[config.mk]
export PLATFORM = sky130hd
export DESIGN_NAME = mem_access_unit_flat
export DESIGN_NICKNAME = d
export VERILOG_FILES = /design/src/rtl/mips_pkg.sv /design/src/rtl/mem_access_unit_if.sv /design/src/rtl/mem_access_unit_load_formatter.sv /design/src/rtl/mem_access_unit.sv /design/src/flat_wrapper.sv
export SDC_FILE = /design/constraint.sdc
export NUM_CORES = 1
export LEC_CHECK = 0
export ABC_AREA = 1
export CAP_MARGIN = 20
export CORE_UTILIZATION = 45
export CTS_CLUSTER_SIZE = 20
export DETAILED_ROUTE_END_ITERATION = 6
export MAX_ROUTING_LAYER = met4
export PLACE_DENSITY = 0.82
export SLEW_MARGIN = 25
export SYNTH_ARGS = -nofsm -noshare
export SYNTH_HDL_FRONTEND = slang
export SYNTH_SLANG_ARGS = --single-unit
[constraint.sdc]
create_clock -name clk -period 7.6 [get_ports clk]
set_input_delay 1.14 -clock clk [delete_from_list [all_inputs] [get_ports clk]]
set_output_delay 1.14 -clock clk [all_outputs]
set_load 0.02 [all_outputs]
[src/rtl/mips_pkg.sv]
// Shared MIPS pipeline types: load modes, MEM-stage FSM states and the
// request attributes latched when a data-memory access is accepted.
package mips_pkg;

   localparam int unsigned DATA_W = 32;
   localparam int unsigned HALF_W = 16;

   localparam logic [1:0] LM_WORD  = 2'b00;
   localparam logic [1:0] LM_HALF  = 2'b01;
   localparam logic [1:0] LM_HALFU = 2'b10;

   typedef enum logic [1:0] {
      IDLE = 2'd0,
      BUSY = 2'd1,
      DONE = 2'd2
   } state_e;

   // Everything except the word address needed once the request is in flight
   typedef struct packed {
      logic              we;
      logic [1:0]        load_mode;
      logic              half_hi;
      logic [DATA_W-1:0] wdata;
   } req_attr_t;

   // Stores are word-only; halves need an even byte address; LM 11 acts as word
   function automatic logic access_aligned(input logic       is_write,
                                           input logic [1:0] mode,
                                           input logic [1:0] lo);
      logic ok;
      ok = (lo == 2'b00);
      if (!is_write && (mode == LM_HALF || mode == LM_HALFU)) begin
         ok = ~lo[0];
      end
      return ok;
   endfunction

endpackage

[src/rtl/mem_access_unit_if.sv]
// Word-wide data-memory req/ack bus between the MEM stage and data memory.
interface mem_access_unit_if #(
   parameter int unsigned ADDR_W = 32
);
   logic              dmem_req;
   logic              dmem_we;
   logic [ADDR_W-3:0] dmem_addr;
   logic [31:0]       dmem_wdata;
   logic              dmem_ack;
   logic [31:0]       dmem_rdata;

   modport master (
      output dmem_req, dmem_we, dmem_addr, dmem_wdata,
      input  dmem_ack, dmem_rdata
   );

   modport slave (
      input  dmem_req, dmem_we, dmem_addr, dmem_wdata,
      output dmem_ack, dmem_rdata
   );
endinterface

[src/rtl/mem_access_unit_load_formatter.sv]
// Little-endian load formatting: LW passes the word, LH/LHU pick a half and
// sign- or zero-extend it.
module load_formatter
   import mips_pkg::*;
(
   input  logic [DATA_W-1:0] word,
   input  logic              addr_hi,
   input  logic [1:0]        load_mode,
   output logic [DATA_W-1:0] result_c
);

   logic [HALF_W-1:0] half_c;

   always_comb begin
      half_c   = addr_hi ? word[DATA_W-1:HALF_W] : word[HALF_W-1:0];
      result_c = word;
      case (load_mode)
         LM_HALF:  result_c = {{(DATA_W-HALF_W){half_c[HALF_W-1]}}, half_c};
         LM_HALFU: result_c = {{(DATA_W-HALF_W){1'b0}}, half_c};
         default:  result_c = word;
      endcase
   end

endmodule

[src/rtl/mem_access_unit.sv]
// MEM-stage data-memory responder: accepts aligned loads/stores in IDLE, runs
// one req/ack transaction while stalling the pipeline, returns formatted loads.
module mem_access_unit
   import mips_pkg::*;
#(
   parameter int unsigned ADDR_W = 32
)
(
   input  logic              clk,
   input  logic              rst,
   input  logic              mem_read,
   input  logic              mem_write,
   input  logic [1:0]        load_mode,
   input  logic [ADDR_W-1:0] addr,
   input  logic [DATA_W-1:0] wdata,
   output logic              stall,
   output logic [DATA_W-1:0] rdata,
   output logic              rdata_valid,
   output logic              misaligned,
   mem_access_unit_if.master dmem
);

   localparam int unsigned WADDR_W = ADDR_W - 2;

   state_e               state_q, state_d;
   logic                 req_q, req_d;
   logic [WADDR_W-1:0]   waddr_q, waddr_d;
   req_attr_t            attr_q, attr_d;
   logic [DATA_W-1:0]    rdata_q, rdata_d;
   logic                 rvalid_q, rvalid_d;

   logic                 access_c;
   logic                 aligned_c;
   logic [DATA_W-1:0]    fmt_c;

   assign access_c  = mem_read | mem_write;
   assign aligned_c = access_aligned(mem_write, load_mode, addr[1:0]);

   load_formatter u_fmt (
      .word      (dmem.dmem_rdata),
      .addr_hi   (attr_q.half_hi),
      .load_mode (attr_q.load_mode),
      .result_c  (fmt_c)
   );

   // State and datapath registers
   always_ff @(posedge clk or posedge rst) begin
      if (rst) begin
         state_q  <= IDLE;
         req_q    <= 1'b0;
         waddr_q  <= '0;
         attr_q   <= '0;
         rdata_q  <= '0;
         rvalid_q <= 1'b0;
      end else begin
         state_q  <= state_d;
         req_q    <= req_d;
         waddr_q  <= waddr_d;
         attr_q   <= attr_d;
         rdata_q  <= rdata_d;
         rvalid_q <= rvalid_d;
      end
   end

   // Next-state: DONE always returns to IDLE so its inputs are never sampled
   always_comb begin
      state_d = state_q;
      case (state_q)
         IDLE:    if (access_c && aligned_c) state_d = BUSY;
         BUSY:    if (dmem.dmem_ack)         state_d = DONE;
         DONE:    state_d = IDLE;
         default: state_d = IDLE;
      endcase
   end

   // Outputs and register updates
   always_comb begin
      stall      = 1'b0;
      misaligned = 1'b0;
      req_d      = req_q;
      waddr_d    = waddr_q;
      attr_d     = attr_q;
      rdata_d    = rdata_q;
      rvalid_d   = 1'b0;
      case (state_q)
         IDLE: begin
            if (access_c) begin
               if (aligned_c) begin
                  stall             = 1'b1;
                  req_d             = 1'b1;
                  waddr_d           = addr[ADDR_W-1:2];
                  attr_d.we         = mem_write;
                  attr_d.load_mode  = load_mode;
                  attr_d.half_hi    = addr[1];
                  attr_d.wdata      = wdata;
               end else begin
                  misaligned = 1'b1;
               end
            end
         end
         BUSY: begin
            stall = 1'b1;
            if (dmem.dmem_ack) begin
               req_d = 1'b0;
               if (!attr_q.we) begin
                  rdata_d  = fmt_c;
                  rvalid_d = 1'b1;
               end
            end
         end
         default: begin
         end
      endcase
   end

   assign rdata           = rdata_q;
   assign rdata_valid     = rvalid_q;
   assign dmem.dmem_req   = req_q;
   assign dmem.dmem_we    = attr_q.we;
   assign dmem.dmem_addr  = waddr_q;
   assign dmem.dmem_wdata = attr_q.wdata;

endmodule

[src/flat_wrapper.sv]
// flat-port wrapper written by rule: the top's interface ports become plain ports
module mem_access_unit_flat import mips_pkg::*;
#(
   parameter int unsigned ADDR_W = 32
)
  (clk, rst, mem_read, mem_write, load_mode, addr, wdata, stall, rdata, rdata_valid, misaligned, dmem_dmem_req, dmem_dmem_we, dmem_dmem_addr, dmem_dmem_wdata, dmem_dmem_ack, dmem_dmem_rdata);
  mem_access_unit_if #(.ADDR_W(ADDR_W)) dmem_i ();
  input  logic clk;
  input  logic rst;
  input  logic mem_read;
  input  logic mem_write;
  input  logic [1:0] load_mode;
  input  logic [ADDR_W-1:0] addr;
  input  logic [DATA_W-1:0] wdata;
  output logic stall;
  output logic [DATA_W-1:0] rdata;
  output logic rdata_valid;
  output logic misaligned;
  output wire logic [$bits(dmem_i.dmem_req)-1:0] dmem_dmem_req;
  output wire logic [$bits(dmem_i.dmem_we)-1:0] dmem_dmem_we;
  output wire logic [$bits(dmem_i.dmem_addr)-1:0] dmem_dmem_addr;
  output wire logic [$bits(dmem_i.dmem_wdata)-1:0] dmem_dmem_wdata;
  input wire logic [$bits(dmem_i.dmem_ack)-1:0] dmem_dmem_ack;
  input wire logic [$bits(dmem_i.dmem_rdata)-1:0] dmem_dmem_rdata;
  assign dmem_dmem_req = dmem_i.dmem_req;
  assign dmem_dmem_we = dmem_i.dmem_we;
  assign dmem_dmem_addr = dmem_i.dmem_addr;
  assign dmem_dmem_wdata = dmem_i.dmem_wdata;
  assign dmem_i.dmem_ack = dmem_dmem_ack;
  assign dmem_i.dmem_rdata = dmem_dmem_rdata;
  mem_access_unit #(.ADDR_W(ADDR_W)) u_core (.clk(clk), .rst(rst), .mem_read(mem_read), .mem_write(mem_write), .load_mode(load_mode), .addr(addr), .wdata(wdata), .stall(stall), .rdata(rdata), .rdata_valid(rdata_valid), .misaligned(misaligned), .dmem(dmem_i));
endmodule
# Word-level counts from Yosys, hierarchy flattened
# Cells that the tools add are included.
[totals] ff_bits=102 latchBits=0 mem_bits_rw=0 mem_bits_ro=0 in_bits=103 out_inout_bits=99 elab_cells=51 mem_count=0
[classes] addsub=0 multipliers=0 n_div=0 n_lt_le_gt_ge=0 eq_ne=9 shifts=0 muxes=19 n_bitwise=3 n_reduce_logical=11
[ops] operator="$pmux W32 S2" count=1
[ops] operator="$mux W16" count=1
[ops] operator="$mux W1" count=12
[ops] operator="$eq A2 B1 Y1 const B" count=3
[ops] operator="$ne A2 B1 Y1 const B" count=3
[ops] operator="$reduce_and A3 Y1" count=2
[ops] operator="$eq A2 B2 Y1 const B" count=2
[ops] operator="$logic_not A2 Y1" count=2
[ops] operator="$mux W2" count=2
[ops] operator="$pmux W1 S2" count=2
[ops] operator="$pmux W2 S2" count=1
[ops] operator="$reduce_and A4 Y1" count=1
[ops] operator="$logic_and A1 B1 Y1" count=2
[ops] operator="$ne A2 B2 Y1 const B" count=1
[ops] operator="$not A1 Y1" count=2
[ops] operator="$reduce_and A2 Y1" count=1
[ops] operator="$reduce_bool A2 Y1" count=1
[ops] operator="$logic_not A1 Y1" count=1
[ops] operator="$logic_or A1 B1 Y1" count=1
[ops] operator="$or A1 B1 Y1" count=1

# Logic depth before layout (Yosys ltp)
[logic_depth] depth_word=7 mapped_depth=9 mapped_depth_nobuf=7

# Cells and area by module
# From an unflattened synthesis, not the netlist that was laid out.
[unflattened] cells_unflattened=621 area_unflattened_um2=4966.0
[by_module_without_submodules] mod="mem_access_unit" instances=1 cells_each=487 area_per_inst_um2=4332.9 seq_area_each_um2=2552.4
[by_module_without_submodules] mod="load_formatter" instances=1 cells_each=134 area_per_inst_um2=633.1 seq_area_each_um2=0.0

# Worst setup path before layout
# OpenSTA, ideal clock, no wires.
[synth_path] path_kind="input to output" from="in load_mode[1]" to="out misaligned" arrival_time_ns=2.018 t_required_ns=6.460 slack_ns=4.442 stages=6 n_path_buf=1 path_cell_list="inv_1 nand2_1 nand3_1 nand2_2 buf_4 a21boi_0"
[synth_between] elab_chain_len=7 word_cells_on_any_way=8 classes_between="2 x eq/ne; 4 x mux; 2 x reduce/logical"
[synth_rtl] element="start, declared" line_no="flat_wrapper.sv:12" rtl="input logic [1:0] load_mode;"
[synth_rtl] element="$eq A2 B1 Y1 / $eq A2 B2 Y1 (equally long branches)" line_no="mips_pkg.sv:32" rtl="if (!is_write && (mode == LM_HALF || mode == LM_HALFU)) begin"
[synth_rtl] element="$logic_or A1 B1 Y1 *" line_no="mips_pkg.sv:32"
[synth_rtl] element="$logic_and A1 B1 Y1 *" line_no="mips_pkg.sv:32"
[synth_rtl] element="$mux W1 *" line_no="mips_pkg.sv:32"
[synth_rtl] element="$mux W1 *" line_no="mem_access_unit.sv:88" rtl="if (aligned_c) begin"
[synth_rtl] element="$mux W1 *" line_no="mem_access_unit.sv:87" rtl="if (access_c) begin"
[synth_rtl] element="$mux W1 *" line_no="mem_access_unit.sv:85" rtl="case (state_q)"
[synth_rtl] element="end, declared" line_no="flat_wrapper.sv:18" rtl="output logic misaligned;"
# Mark *: on every way between the ends. The rest lies on a longest branch, timed or not.

# Final worst setup path
[layout_path] from="in load_mode[1]" to="out stall"
[layout_between] elab_chain_len=7 word_cells_on_any_way=8 classes_between="2 x eq/ne; 4 x mux; 2 x reduce/logical"
[layout_rtl] element="$eq A2 B1 Y1 / $eq A2 B2 Y1 (equally long branches)" line_no="mips_pkg.sv:32"
[layout_rtl] element="$logic_or A1 B1 Y1 *" line_no="mips_pkg.sv:32"
[layout_rtl] element="$logic_and A1 B1 Y1 *" line_no="mips_pkg.sv:32"
[layout_rtl] element="$mux W1 *" line_no="mips_pkg.sv:32"
[layout_rtl] element="$mux W1 *" line_no="mem_access_unit.sv:88"
[layout_rtl] element="$mux W1 *" line_no="mem_access_unit.sv:87"
[layout_rtl] element="$pmux W1 S2 *" line_no="mem_access_unit.sv:85"
[layout_rtl] element="end, declared" line_no="flat_wrapper.sv:15" rtl="output logic stall;"
# Marks and branches as above.

==> reports/metrics.cfg <==
[grt]
grt_pass1_vias = 4235
antenna_found_initial = 0
grt_start_max_net_pins = 69
grt_pass1_wl_um = 20690
grt_remaining_overflow = 0
grt_usage_pct = 24.10

[clocking]
post-cts-setup-buffer-count = 0
cts.sink_count = 102
clock_latency_ns = 0.35
cts_buffers = 9
cts.reportedPaths.clkPinSlew_ns = 0.08
ctsResizeCount = 0
hold_buffers = 0
ctsHtreeMaxLevel = 3
cts_tree = done
clk_path_buf_depth = 2
cts-root-buf = clkbuf_8

[cells_and_area]
nets = 788
n_antenna_cell = 0
fin_util_pct = 65.05
fin_cells = 824
drive_gt1_share_pct = 3.488
final_cell_area_sq_um = 6655
syn_to_final_growth_pct = 41.12

[die]
ios = 202
die_area_sq_um = 10890
core_area_sq_um = 10230
die_w_um = 104.4
num_rows = 37
start_util_pct = 46.09
die_h_um = 104.4

[drt]
drt-vias-per-instance = 5.201
drc_errors = 0
drtPass1Iterations = 5
dr.first_iter.drc_count = 246
wl_per_cell_um = 15.61
vias = 4286
ant_nets = 0
routed_wl_um = 12860

[setup_path]
slowest_stage = clkdlybuf4s50_1
end_kind = output pin
crit_cells = 8
start_kind = primary input
r2r-end = u_core.rdata[5]
crit_chain = clkdlybuf4s50_1, inv_1, nand2_1, nand3_1, nand2_4, nand3_2, nand2_1, clkdlybuf4s50_1
startpoint = load_mode[1]
crit_fanout = 68
cpPeakStageDelay_ns = 0.61
reg2reg_slack_ns = 5.17
reg2reg_depth = 7
worstSetupPathType = in2out
crit_family = buffers and inverters
crit_buf_inv = 3
cp.arrival_ns = 3.29
rr_startpoint = u_core.attr_q[33]
critPathRequiredTime_ns = 6.46

[yosys]
synth_edf_count = 0
synthTopCellsByCount = nand2_1 (174), dfrtp_1 (102), nand4_1 (67), buf_4 (42), a21oi_1 (33)
synth_top_cell_area_share_pct = 54.13
synth_cell_type_count = 23
yosys-top-cells-area = dfrtp_1 (54%), nand2_1 (14%), nand4_1 (8.9%)
synthCells = 539
yosysWarnings = 0
async_reset_ff_share_pct = 100.0
synth_area_sq_um = 4716
synth_ff_type = dfrtp_1
synth.most_common_cell = nand2_1
ys_ff_latch = 102
yosysSeqAreaShare_pct = 54.13
synth_fp_nets = 644
yosys.area.top_type = dfrtp_1
avgSynthCellArea_sq_um = 8.749

[timing]
setup_violations = 0
fmax_mhz = 225.7
post-route-min-period_ns = 4.430
fin_crit_sh_pct = 58.29
tightest_slew_ns = 0.8986
final-hold-violation-count = 0
rsz0062_at_grt = false
skew_ns = 0.009631
setup_tns_ns = 0
drv_slew = 0
slew-limit-headroom_pct = 39.95
setup_ws_ns = 3.170
hold_ws_ns = 0.4775

[worst_hold_path]
worstHoldPathType = reg2reg
min_to = u_core.dmem.dmem_addr[7]
whs_path_depth = 2
hold_start = u_core.dmem.dmem_addr[7]

[place]
place_ws_ns = 3.174
gp_congestion = 0.8272
placed_area_sq_um = 6472
dpl.hpwl_um = 8920
port_buffers = 201
dp.cells = 808

[power]
power_mw = 2.244
ir_worst_vdd_uv = 191.6
power.density_nw_per_um2 = 337.2
power.leakage_nw = 3.124

[run_status]
status = complete, no violations

[run]
maxCapViolCount = 0

where the power goes:
group / internal [mW] / switching [mW] / leakage (nW)
clock: 0.152 / 0.174 / 0.0904
sequential: 0.736 / 0.116 / 1.26
combinational: 0.485 / 0.581 / 1.77
total: 1.37 / 0.870 / 3.12
cell usage in the layout (no fill, tap or decap), drive strengths merged, types with 2 or more instances in the layout:
| master | synthesis | routed |
|---|---|---|
| clkdlybuf4s50 | 0 | 201 |
| nand2 | 175 | 175 |
| dfrtp | 102 | 102 |
| nand4 | 67 | 67 |
| a21oi | 33 | 33 |
| inv | 26 | 27 |
| nor2 | 19 | 19 |
| o21ai | 19 | 19 |
| o211ai | 14 | 14 |
| clkbuf | 7 | 12 |
| buf | 66 | 5 |
| nand3 | 4 | 4 |
| clkinv | 2 | 3 |
| ha | 2 | 2 |
layout make-up:
cell class	instances	area [sq um]
inverter	28	107.6
clock buffer	12	135.1
sequential	102	2552
fill	847	3576
timing repair buffer	206	2049
tap	136	170.2
clock inverter	4	47.55
multi-input combinational	336	1593
metal layers:
| metal | track usage (%) | up-vias | wire [um] |
|---|---|---|---|
| li1 | - | 2041 | - |
| met1 | 30.84 | 2070 | 5768 |
| met2 | 38.84 | 163 | 6108 |
| met3 | 4.637 | 12 | 864 |
| met4 | 7.245 | 0 | 122 |
| met5 | - | - | 0 |
flip-flops by register name, indices dropped and copies added (netlist names):
name,count
u_core.rdata_valid,1
u_core.state_q,2
u_core.dmem.dmem_addr,30
u_core.attr_q,3
u_core.rdata,32
u_core.dmem.dmem_we,1
u_core.dmem.dmem_req,1
u_core.dmem.dmem_wdata,32
worst reg2reg max path, delay by kind of cell (launching register included):
kind / cells / cell delay [ns]
AO/OA/AOI/OAI: 2 / 0.26
AND/OR/NAND/NOR: 2 / 0.82
adder cells (fa/ha/maj): 1 / 0.66
flip-flops: 1 / 0.39
buffers and inverters: 2 / 0.18
how the worst max path moves through the flow:
| stage | to | slack, ns |
|---|---|---|
| 6_report | stall | 3.17 |
| 5_1_grt | stall | 3.04 |
| 4_1_cts | stall | 3.17 |
| 3_5_place_dp | stall | 3.17 |
| 3_3_place_gp | stall | 2.96 |
| 2_1_floorplan | u_core.attr_q[32] | 3.78 |
kinds of logic (layout without fill, tap and decap cells):
kind of cell | count (synthesis) | count (layout) | synth area share [%]
fa+ha+maj | 2 | 2 | 0.5306
buf+inv | 101 | 250 | 12.20
simple gates | 266 | 266 | 25.05
compound gates | 68 | 68 | 8.092
flops | 102 | 102 | 54.13
Power figures use the tool's default switching activity.
